`config.mk`:
```
export PLATFORM = sky130hd
export DESIGN_NAME = alu_arbiter_flat
export DESIGN_NICKNAME = d
export VERILOG_FILES = /design/src/rtl/alu_pkg.sv /design/src/rtl/alu_arbiter_if.sv /design/src/rtl/alu.sv /design/src/rtl/alu_arbiter.sv /design/src/flat_wrapper.sv
export SDC_FILE = /design/constraint.sdc
export NUM_CORES = 2
export LEC_CHECK = 0
export BUFFER_PORTS_ARGS = -buffer_cell sky130_fd_sc_hd__buf_2
export CAP_MARGIN = 20
export CORE_MARGIN = 2
export CORE_UTILIZATION = 60
export CTS_BUF_LIST = sky130_fd_sc_hd__clkbuf_4 sky130_fd_sc_hd__clkbuf_8
export CTS_CLUSTER_SIZE = 40
export DETAILED_ROUTE_END_ITERATION = 10
export PLACE_DENSITY = 0.85
export SLEW_MARGIN = 20
export SYNTH_ARGS = -nofsm -noshare
export SYNTH_HDL_FRONTEND = slang
export SYNTH_SLANG_ARGS = --single-unit
```
`constraint.sdc`:
```
create_clock -name clk -period 16.65 [get_ports clk]
set_clock_uncertainty 0.15 [all_clocks]
set_input_delay 0.8325 -clock clk [delete_from_list [all_inputs] [get_ports clk]]
set_output_delay 0.8325 -clock clk [all_outputs]
set_load 0.005 [all_outputs]
```
`src/rtl/alu_pkg.sv`:
```
// Shared ALU definitions: widths, opcode map and pipeline entry structs.
// No logic; constants and typedefs only.
// Used by the alu, the arbiter interface and the arbiter top.
package alu_pkg;

    localparam int OP_W   = 6;
    localparam int DATA_W = 32;
    localparam int SH_W   = $clog2(DATA_W);

    localparam logic [OP_W-1:0] ALU_ADD = 6'd1;
    localparam logic [OP_W-1:0] ALU_SUB = 6'd2;
    localparam logic [OP_W-1:0] ALU_AND = 6'd3;
    localparam logic [OP_W-1:0] ALU_OR  = 6'd4;
    localparam logic [OP_W-1:0] ALU_NOT = 6'd5;
    localparam logic [OP_W-1:0] ALU_XOR = 6'd6;
    localparam logic [OP_W-1:0] ALU_SLL = 6'd7;
    localparam logic [OP_W-1:0] ALU_SRL = 6'd8;
    localparam logic [OP_W-1:0] ALU_SLT = 6'd9;
    localparam logic [OP_W-1:0] ALU_SEQ = 6'd10;
    localparam logic [OP_W-1:0] ALU_MUL = 6'd11;
    localparam logic [OP_W-1:0] ALU_OP_MAX = 6'd11;

    // One accepted request waiting in the issue stage
    typedef struct packed {
        logic              id;
        logic [OP_W-1:0]   op;
        logic [DATA_W-1:0] a;
        logic [DATA_W-1:0] b;
    } iss_entry_t;

    // One computed result waiting for the consumer
    typedef struct packed {
        logic              id;
        logic [DATA_W-1:0] out1;
        logic [DATA_W-1:0] out2;
        logic              zero;
        logic              err;
    } rsp_entry_t;

endpackage

```
`src/rtl/alu_arbiter_if.sv`:
```
// Request/response bundle between two ALU requesters, the arbiter and writeback.
// No logic; wires only.
// req_* uses per-requester valid/ready, rsp_* a single valid/ready pair.
interface alu_arbiter_if;
    import alu_pkg::*;

    logic [1:0]        req_valid;
    logic [1:0]        req_ready;
    logic [OP_W-1:0]   req_op0;
    logic [OP_W-1:0]   req_op1;
    logic [DATA_W-1:0] req_a0;
    logic [DATA_W-1:0] req_a1;
    logic [DATA_W-1:0] req_b0;
    logic [DATA_W-1:0] req_b1;
    logic              rsp_valid;
    logic              rsp_ready;
    logic              rsp_id;
    logic [DATA_W-1:0] rsp_out1;
    logic [DATA_W-1:0] rsp_out2;
    logic              rsp_zero;
    logic              rsp_err;

    // Requesters plus result consumer
    modport master (
        output req_valid, req_op0, req_op1, req_a0, req_a1, req_b0, req_b1, rsp_ready,
        input  req_ready, rsp_valid, rsp_id, rsp_out1, rsp_out2, rsp_zero, rsp_err
    );

    // Arbiter side
    modport slave (
        input  req_valid, req_op0, req_op1, req_a0, req_a1, req_b0, req_b1, rsp_ready,
        output req_ready, rsp_valid, rsp_id, rsp_out1, rsp_out2, rsp_zero, rsp_err
    );
endinterface

```
`src/rtl/alu.sv`:
```
// Combinational MIPS ALU: add/sub/logic/shift/slt/seq and 32x32 unsigned multiply.
// Latency: zero cycles (pure combinational).
// Backpressure: none; the caller registers inputs and outputs.
module alu
    import alu_pkg::*;
(
    input  logic [OP_W-1:0]   i_op,
    input  logic [DATA_W-1:0] i_a,
    input  logic [DATA_W-1:0] i_b,
    output logic [DATA_W-1:0] o_out1,
    output logic [DATA_W-1:0] o_out2,
    output logic              o_zero,
    output logic              o_err
);

    logic [2*DATA_W-1:0] w_prod;

    assign w_prod = {{DATA_W{1'b0}}, i_a} * {{DATA_W{1'b0}}, i_b};

    // Opcode decode; anything outside the map yields zero results with err set
    always_comb begin
        o_out1 = '0;
        o_out2 = '0;
        o_err  = 1'b0;
        case (i_op)
            ALU_ADD: o_out1 = i_a + i_b;
            ALU_SUB: o_out1 = i_a - i_b;
            ALU_AND: o_out1 = i_a & i_b;
            ALU_OR:  o_out1 = i_a | i_b;
            ALU_NOT: o_out1 = ~i_a;
            ALU_XOR: o_out1 = i_a ^ i_b;
            ALU_SLL: o_out1 = i_a << i_b[SH_W-1:0];
            ALU_SRL: o_out1 = i_a >> i_b[SH_W-1:0];
            ALU_SLT: o_out1 = {{(DATA_W-1){1'b0}}, ($signed(i_a) < $signed(i_b))};
            ALU_SEQ: o_out1 = {{(DATA_W-1){1'b0}}, (i_a == i_b)};
            ALU_MUL: begin
                o_out1 = w_prod[2*DATA_W-1:DATA_W];
                o_out2 = w_prod[DATA_W-1:0];
            end
            default: o_err = 1'b1;
        endcase
    end

    assign o_zero = (o_out1 == '0);

endmodule

```
`src/rtl/alu_arbiter.sv`:
```
// Round-robin share of one ALU between two requesters, with issue and result registers.
// Latency: transfer in cycle N gives rsp_valid in cycle N+2; one op per cycle sustained.
// Backpressure: both stages hold when rsp_valid & !rsp_ready; req_ready drops combinationally.
// Optional ALU_ARB_PERF_EN adds saturating grant/stall counters.
module alu_arbiter
    import alu_pkg::*;
(
    input  logic        clk,
    input  logic        rst_n,
`ifdef ALU_ARB_PERF_EN
    output logic [15:0] perf_grant0,
    output logic [15:0] perf_grant1,
    output logic [15:0] perf_stall,
`endif
    alu_arbiter_if.slave bus
);

    logic       r_started;
    logic       r_prio;
    logic       r_iss_vld;
    iss_entry_t r_iss;
    logic       r_rsp_vld;
    rsp_entry_t r_rsp;

    logic              w_adv;
    logic              w_gnt_id;
    logic [1:0]        w_ready;
    logic              w_xfer;
    iss_entry_t        w_sel;
    logic [DATA_W-1:0] w_out1;
    logic [DATA_W-1:0] w_out2;
    logic              w_zero;
    logic              w_err;

    // Issue stage moves only when the result register is empty or draining
    assign w_adv = !r_rsp_vld | bus.rsp_ready;

    // Prefer the pointer; fall back to the other requester if only it is valid
    always_comb begin
        w_gnt_id = r_prio;
        if (!bus.req_valid[r_prio] && bus.req_valid[~r_prio])
            w_gnt_id = ~r_prio;
    end

    assign w_ready = {w_gnt_id, ~w_gnt_id} & {2{w_adv & r_started}};
    assign w_xfer  = |(bus.req_valid & w_ready);

    // Operand mux for the granted requester
    always_comb begin
        w_sel.id = w_gnt_id;
        w_sel.op = w_gnt_id ? bus.req_op1 : bus.req_op0;
        w_sel.a  = w_gnt_id ? bus.req_a1  : bus.req_a0;
        w_sel.b  = w_gnt_id ? bus.req_b1  : bus.req_b0;
    end

    alu u_alu (
        .i_op   (r_iss.op),
        .i_a    (r_iss.a),
        .i_b    (r_iss.b),
        .o_out1 (w_out1),
        .o_out2 (w_out2),
        .o_zero (w_zero),
        .o_err  (w_err)
    );

    // Start-up gate, round-robin pointer and both pipeline registers
    always_ff @(posedge clk or negedge rst_n) begin
        if (!rst_n) begin
            r_started <= 1'b0;
            r_prio    <= 1'b0;
            r_iss_vld <= 1'b0;
            r_iss     <= '0;
            r_rsp_vld <= 1'b0;
            r_rsp     <= '0;
        end else begin
            r_started <= 1'b1;
            if (w_xfer)
                r_prio <= ~w_gnt_id;
            if (w_adv) begin
                r_iss_vld <= w_xfer;
                if (w_xfer)
                    r_iss <= w_sel;
                r_rsp_vld <= r_iss_vld;
                if (r_iss_vld) begin
                    r_rsp.id   <= r_iss.id;
                    r_rsp.out1 <= w_out1;
                    r_rsp.out2 <= w_out2;
                    r_rsp.zero <= w_zero;
                    r_rsp.err  <= w_err;
                end
            end
        end
    end

    assign bus.req_ready = w_ready;
    assign bus.rsp_valid = r_rsp_vld;
    assign bus.rsp_id    = r_rsp.id;
    assign bus.rsp_out1  = r_rsp.out1;
    assign bus.rsp_out2  = r_rsp.out2;
    assign bus.rsp_zero  = r_rsp.zero;
    assign bus.rsp_err   = r_rsp.err;

`ifdef ALU_ARB_PERF_EN
    logic [15:0] r_pg0;
    logic [15:0] r_pg1;
    logic [15:0] r_pstall;

    // Saturating event counters for grants per requester and result stalls
    always_ff @(posedge clk or negedge rst_n) begin
        if (!rst_n) begin
            r_pg0    <= '0;
            r_pg1    <= '0;
            r_pstall <= '0;
        end else begin
            if (w_xfer && !w_gnt_id && r_pg0 != 16'hFFFF)
                r_pg0 <= r_pg0 + 16'd1;
            if (w_xfer && w_gnt_id && r_pg1 != 16'hFFFF)
                r_pg1 <= r_pg1 + 16'd1;
            if (r_rsp_vld && !bus.rsp_ready && r_pstall != 16'hFFFF)
                r_pstall <= r_pstall + 16'd1;
        end
    end

    assign perf_grant0 = r_pg0;
    assign perf_grant1 = r_pg1;
    assign perf_stall  = r_pstall;
`endif

endmodule

```
`src/flat_wrapper.sv`:
```
// flat-port wrapper written by rule: the top's interface ports become plain ports
module alu_arbiter_flat import alu_pkg::*;
  (clk, rst_n, bus_req_valid, bus_req_op0, bus_req_op1, bus_req_a0, bus_req_a1, bus_req_b0, bus_req_b1, bus_rsp_ready, bus_req_ready, bus_rsp_valid, bus_rsp_id, bus_rsp_out1, bus_rsp_out2, bus_rsp_zero, bus_rsp_err);
  alu_arbiter_if bus_i ();
  input  logic clk;
  input  logic rst_n;
  input wire logic [$bits(bus_i.req_valid)-1:0] bus_req_valid;
  input wire logic [$bits(bus_i.req_op0)-1:0] bus_req_op0;
  input wire logic [$bits(bus_i.req_op1)-1:0] bus_req_op1;
  input wire logic [$bits(bus_i.req_a0)-1:0] bus_req_a0;
  input wire logic [$bits(bus_i.req_a1)-1:0] bus_req_a1;
  input wire logic [$bits(bus_i.req_b0)-1:0] bus_req_b0;
  input wire logic [$bits(bus_i.req_b1)-1:0] bus_req_b1;
  input wire logic [$bits(bus_i.rsp_ready)-1:0] bus_rsp_ready;
  output wire logic [$bits(bus_i.req_ready)-1:0] bus_req_ready;
  output wire logic [$bits(bus_i.rsp_valid)-1:0] bus_rsp_valid;
  output wire logic [$bits(bus_i.rsp_id)-1:0] bus_rsp_id;
  output wire logic [$bits(bus_i.rsp_out1)-1:0] bus_rsp_out1;
  output wire logic [$bits(bus_i.rsp_out2)-1:0] bus_rsp_out2;
  output wire logic [$bits(bus_i.rsp_zero)-1:0] bus_rsp_zero;
  output wire logic [$bits(bus_i.rsp_err)-1:0] bus_rsp_err;
  assign bus_i.req_valid = bus_req_valid;
  assign bus_i.req_op0 = bus_req_op0;
  assign bus_i.req_op1 = bus_req_op1;
  assign bus_i.req_a0 = bus_req_a0;
  assign bus_i.req_a1 = bus_req_a1;
  assign bus_i.req_b0 = bus_req_b0;
  assign bus_i.req_b1 = bus_req_b1;
  assign bus_i.rsp_ready = bus_rsp_ready;
  assign bus_req_ready = bus_i.req_ready;
  assign bus_rsp_valid = bus_i.rsp_valid;
  assign bus_rsp_id = bus_i.rsp_id;
  assign bus_rsp_out1 = bus_i.rsp_out1;
  assign bus_rsp_out2 = bus_i.rsp_out2;
  assign bus_rsp_zero = bus_i.rsp_zero;
  assign bus_rsp_err = bus_i.rsp_err;
  alu_arbiter u_core (.clk(clk), .rst_n(rst_n), .bus(bus_i));
endmodule
```
# Yosys cells after proc, flatten, opt, wreduce, memory -nomap -nowiden
# Index checks and enable logic that the tools add are counted.
word_totals:
  regBits: 142
  rom_bits: 0
  input_bits: 145
  memories: 0
  latch_bits: 0
  mem_bits_rw: 0
  wordCells: 62
op_classes:
  n_mux: 11
  n_addsub: 2
  reduce_logical: 8
  n_eq_ne: 12
  order_cmp: 3
  n_bitwise: 10
  n_div: 0
  multipliers: 1
  shift: 2
ops:
  columns: ["cell", "count"]
  rows:
  - ["$pmux 32 s11", 1]
  - ["$mux 32", 3]
  - ["$mul 32x32->64", 1]
  - ["$add 32x32->32", 1]
  - ["$and 32x32->32", 1]
  - ["$eq 32x32->1", 1]
  - ["$logic_not 32->1", 1]
  - ["$lt 32x32->1", 1]
  - ["$not 32->32", 1]
  - ["$or 32x32->32", 1]
  - ["$shl 32x5->32", 1]
  - ["$shr 32x5->32", 1]
  - ["$sub 32x32->32", 1]
  - ["$xor 32x32->32", 1]
  - ["$eq 6x3->1 const B", 4]
  - ["$eq 6x4->1 const B", 4]
  - ["$eq 6x2->1 const B", 2]
  - ["$reduce_or 11->1", 1]
  - ["$eq 6x1->1 const B", 1]
  - ["$mux 1", 6]
  - ["$mux 6", 1]
  - ["$and 2x2->2", 2]
  - ["$lt 1x2->1 const B", 2]
  - ["$reduce_and 2->1", 2]
  - ["other kinds (6)", 8]

# Logic depth before layout (Yosys ltp)
logic_depth:
  word_depth: 10
  mapped_depth: 33

# Hierarchy
# From an unflattened synthesis, not the netlist that was laid out.
hier_totals:
  cells_unflattened: 5681
  hier_area_um2: 47829.6
by_module_without_submodules:
  columns: ["mod", "n_inst", "seq_area_each_um2", "cells_per_inst", "area_each_um2"]
  rows:
  - ["alu", 1, 0.0, 5189, 41504.8]
  - ["alu_arbiter", 1, 3553.4, 492, 6324.8]

# Worst setup path before layout
# OpenSTA, ideal clock, no wires.
synth_path:
  path_type: "register -> register"
  startpoint: "reg u_core.r_iss[2] (netlist bit)"
  endpoint: "reg u_core.r_rsp, in the netlist u_core.bus.rsp_zero"
  setup_ns: 0.103
  path_slack_ns: 7.262
  t_arrival_ns: 9.134
  path_stages_with_launch: 34
  path_buffers: 7
  path_cell_list: "dfrtp_1 > clkbuf_1 > inv_1 > buf_2 > buf_1 > buf_2 > clkbuf_1 > buf_1 > nor2_1 > fa_1 > inv_1 > fa_1 > fa_1 > fa_1 > inv_1 > fa_1 > inv_1 > fa_1 > inv_1 > fa_1 > fa_1 > ha_1 > buf_2 > nand4_1 > or4_1 > a21o_1 > a31oi_4 > nor2_4 > o41ai_4 > xnor2_1 > a211o_1 > nor4_2 > nand4_1 > o41ai_2"
synth_via:
  elab_chain_len: 3
  word_cells_on_any_way: 12
  classes_between: "2 x add/sub; 1 x mul; 1 x order compare; 1 x eq/ne; 2 x shift; 1 x mux; 3 x bitwise; 1 x reduce/logical"
synth_rtl:
  columns: ["item", "line", "rtl"]
  rows:
  - ["start, declared", "alu_arbiter.sv:21", "iss_entry_t r_iss;"]
  - ["start signal, assigned", "alu_arbiter.sv:82", "r_iss <= w_sel;"]
  - ["$mul 32x32->64, or another cell as far along", "alu.sv:18", "assign w_prod = {{DATA_W{1'b0}}, i_a} * {{DATA_W{1'b0}}, i_b};"]
  - ["$pmux 32 s11 *", "alu.sv:25", "case (i_op)"]
  - ["$logic_not 32->1 *", "alu.sv:44", "assign o_zero = (o_out1 == '0);"]
  - ["end, declared", "alu_arbiter.sv:23", "rsp_entry_t r_rsp;"]
# Mark *: on every way between the ends. The rest lies on a longest branch, timed or not.
# A chain may end at the register's enable or synchronous reset.

# Final worst setup path
layout_path:
  startpoint: "reg u_core.r_iss[40] (netlist bit)"
  endpoint: "reg u_core.r_rsp, in the netlist u_core.bus.rsp_zero"
layout_via:
  elab_chain_len: 3
  word_cells_on_any_way: 13
  classes_between: "2 x add/sub; 1 x mul; 1 x order compare; 1 x eq/ne; 2 x shift; 1 x mux; 4 x bitwise; 1 x reduce/logical"
layout_rtl:
  columns: ["item", "line"]
  rows:
  - ["$mul 32x32->64, or another cell as far along", "alu.sv:18"]
  - ["$pmux 32 s11 *", "alu.sv:25"]
  - ["$logic_not 32->1 *", "alu.sv:44"]
# Marks and branches as above.

==> metrics <==
Worst setup SP type register; Tightest Pin Transition 1.24 ns; clock latency on the worst-skew pair 0.64 ns; GR Layer Usage met1 60.2%; Sequential cell area 3560 um^2; GR peak layer met2; Post-CTS Setup Bufs 0; DR WL/cell 30.4 um; die area 81,000 um^2; TritonCTS clock tree yes; Starting Density 60.8%; layout cell share with drive strength beyond 1 8.71%; CTS buffer count 17; global-route wire length before repair 298 mm; DRC 2; setup TNS 0 ns; detail-routed via count per cell 6.69; crit share post-route 63.2%; Synth Register Bits 142; CTS max path bufs 2; synthesis-to-layout area growth 4.72%; Netlist Area Pre-Place 47,200 um^2; cell count after synthesis 5,643; Rel. slew slack 17.3%; die boundary height 285 um; hold crit path type input pin to asynchronous set/reset pin; Worst Path Max Fanout 25; Post-CTS Resized 0; failing checks design-rule violations; Critical path buffers and inverters 7; register area share after synthesis 7.53%; min Tclk post-route 10.52 ns; Hold Fails Final Rpt 0; remaining antenna violation count after routing 0; Die Wd 285 um; most frequent CP cell fa_1; nets@finish 7,005; io pins 215; WP depth 27; Slowest-stage cell, CP inv_1; required time of the critical path 17.00 ns; status complete, but fails checks; Congestion Overflow GR 0; fillcell total 6,529; met2 Track Usage GR 72.8%; Global Route Usage Sum 50.7%; DP HPWL 155 mm; initial DRC count 5,999; crit-path max cell delay 0.97 ns; post-synthesis cell type count 101; Num Clock Sinks 142; met3 GRT Util 17.9%; WS Path Type register to register; initial antenna violation count 9; RSZ-0062 raised after global routing false; Post-synth EDFFs 0; port bufs 214; Final Max Slew Viols 0; Root Buffer clkbuf_8; Hold Buf Count CTS 0; crit path DAT 10.87 ns; Synthesis Warnings 0; Rows 102; H-tree levels 4; Async SR Flop Fraction 100%; Clk pin slew, worst setup/hold paths 0.10 ns; f_max 0.0951 GHz; Vias 44,600; synthesized area per cell 8.37 um^2; Max-Cap Viols 0; Core Region 77,700 um^2; # setup viols final 0; DRT Pass-1 Iters 11; area of the multi-input gates 38,300 um^2; Post-Route WL 202 mm; vias in the first global route 46,300; RePlAce Congestion 1.12; Worst setup EP type register; Mapped Nets 7,047; Top delay family on crit path adder cells; largest net degree at the start of global routing 82; Synth Flop Type dfrtp_1; r2r worst-path depth 27
-- path summary, 6_finish.rpt --
| path | from | to | slack, ns |
|---|---|---|---|
| min in group clk | bus_req_b0[17] | u_core.r_iss[17] | 0.27 |
| max in group asynchronous | rst_n | u_core.bus.rsp_zero | 14.72 |
| hold / removal | rst_n | u_core.r_iss[12] | 0.11 |
| setup / recovery | u_core.r_iss[40] | u_core.bus.rsp_zero | 6.13 |
| setup reg to reg | u_core.r_iss[40] | u_core.bus.rsp_zero | 6.13 |
| hold reg to reg | u_core.bus.rsp_out2[0] | u_core.bus.rsp_out2[0] | 0.32 |
-- sequential cells by signal, summed over array words and instances, names as in the netlist --
name,flops
u_core.bus.rsp_out2,32
u_core.bus.rsp_zero,1
u_core.r_iss_vld,1
u_core.r_iss,71
u_core.bus.rsp_err,1
u_core.bus.rsp_valid,1
u_core.bus.rsp_id,1
u_core.r_started,1
u_core.r_prio,1
u_core.bus.rsp_out1,32
-- synthesized netlist by cell type (63+ instances only) --
library cell | instances | share of area (%)
a21oi_1 | 180 | 1.9
nor2_1 | 740 | 5.9
a222oi_1 | 70 | 1.5
ha_1 | 362 | 9.6
clkbuf_1 | 284 | 2.3
buf_1 | 79 | 0.63
nand2_1 | 671 | 5.3
nand3_1 | 66 | 0.70
nor3_1 | 71 | 0.75
inv_1 | 1029 | 8.2
o21ai_0 | 133 | 1.4
dfrtp_1 | 142 | 7.5
fa_1 | 897 | 38
mux2i_1 | 63 | 1.3
-- final cells by class --
type | instances | area share (%)
tap | 1040 | 2.63
clock inverter | 13 | 0.283
clock buffer | 19 | 0.529
inverter | 1048 | 7.96
timing repair buffer | 335 | 4.02
multi-input combinational | 4057 | 77.4
antenna | 5 | 0.0253
sequential | 142 | 7.20
-- cells in the final DEF (no fill, tap or decap), types with 55 or more instances in the layout --
cell,synthesis,routed
inv_1,1029,1027
fa_1,897,897
nor2_1,740,734
nand2_1,671,670
ha_1,362,362
buf_2,29,213
a21oi_1,180,179
dfrtp_1,142,138
o21ai_0,133,133
buf_4,3,121
nor3_1,71,70
a222oi_1,70,70
nand3_1,66,66
mux2i_1,63,63
nand4_1,55,55
-- metal layers --
layer | routed length, um | vias up | part of all wire [%]
met3 | 29100 | 1107 | 14
met2 | 83400 | 3711 | 41
li1 | - | 18000 | -
met1 | 66800 | 21800 | 33
met4 | 23000 | 4 | 11
met5 | 31 | - | 0.015
-- cell families (layout without fill, tap and decap cells) --
family / Yosys count / after routing / share of synthesized area (%)
AND/OR/NAND/NOR: 1771 / 1771 / 15.9
multiplexers: 128 / 128 / 3.67
buffers and inverters: 1444 / 1415 / 11.6
AO/OA/AOI/OAI: 838 / 838 / 12.6
other: 1 / 6 / 0.00794
XOR/XNOR: 60 / 60 / 1.14
flip-flops: 142 / 142 / 7.53
adder cells (fa/ha/maj): 1259 / 1259 / 47.6
-- stage by stage --
stage          setup WS, ns  utilization [%]  cells  cell area [um^2]  hold slack [ns]
2_1_floorplan          7.26                -   5643             47200            0.301
3_3_place_gp           6.52             63.1   6622             49000            0.298
3_5_place_dp           6.25             63.1   6622             49000            0.303
4_1_cts                6.20             63.6   6654             49400           0.0798
5_1_grt                6.05             63.6   6657             49400            0.136
6_report               6.13             63.6   6659             49400            0.107
Power is left out: the tool's default activity adds up to more than one toggle a clock period on the data nets, which glitch-free logic cannot reach.
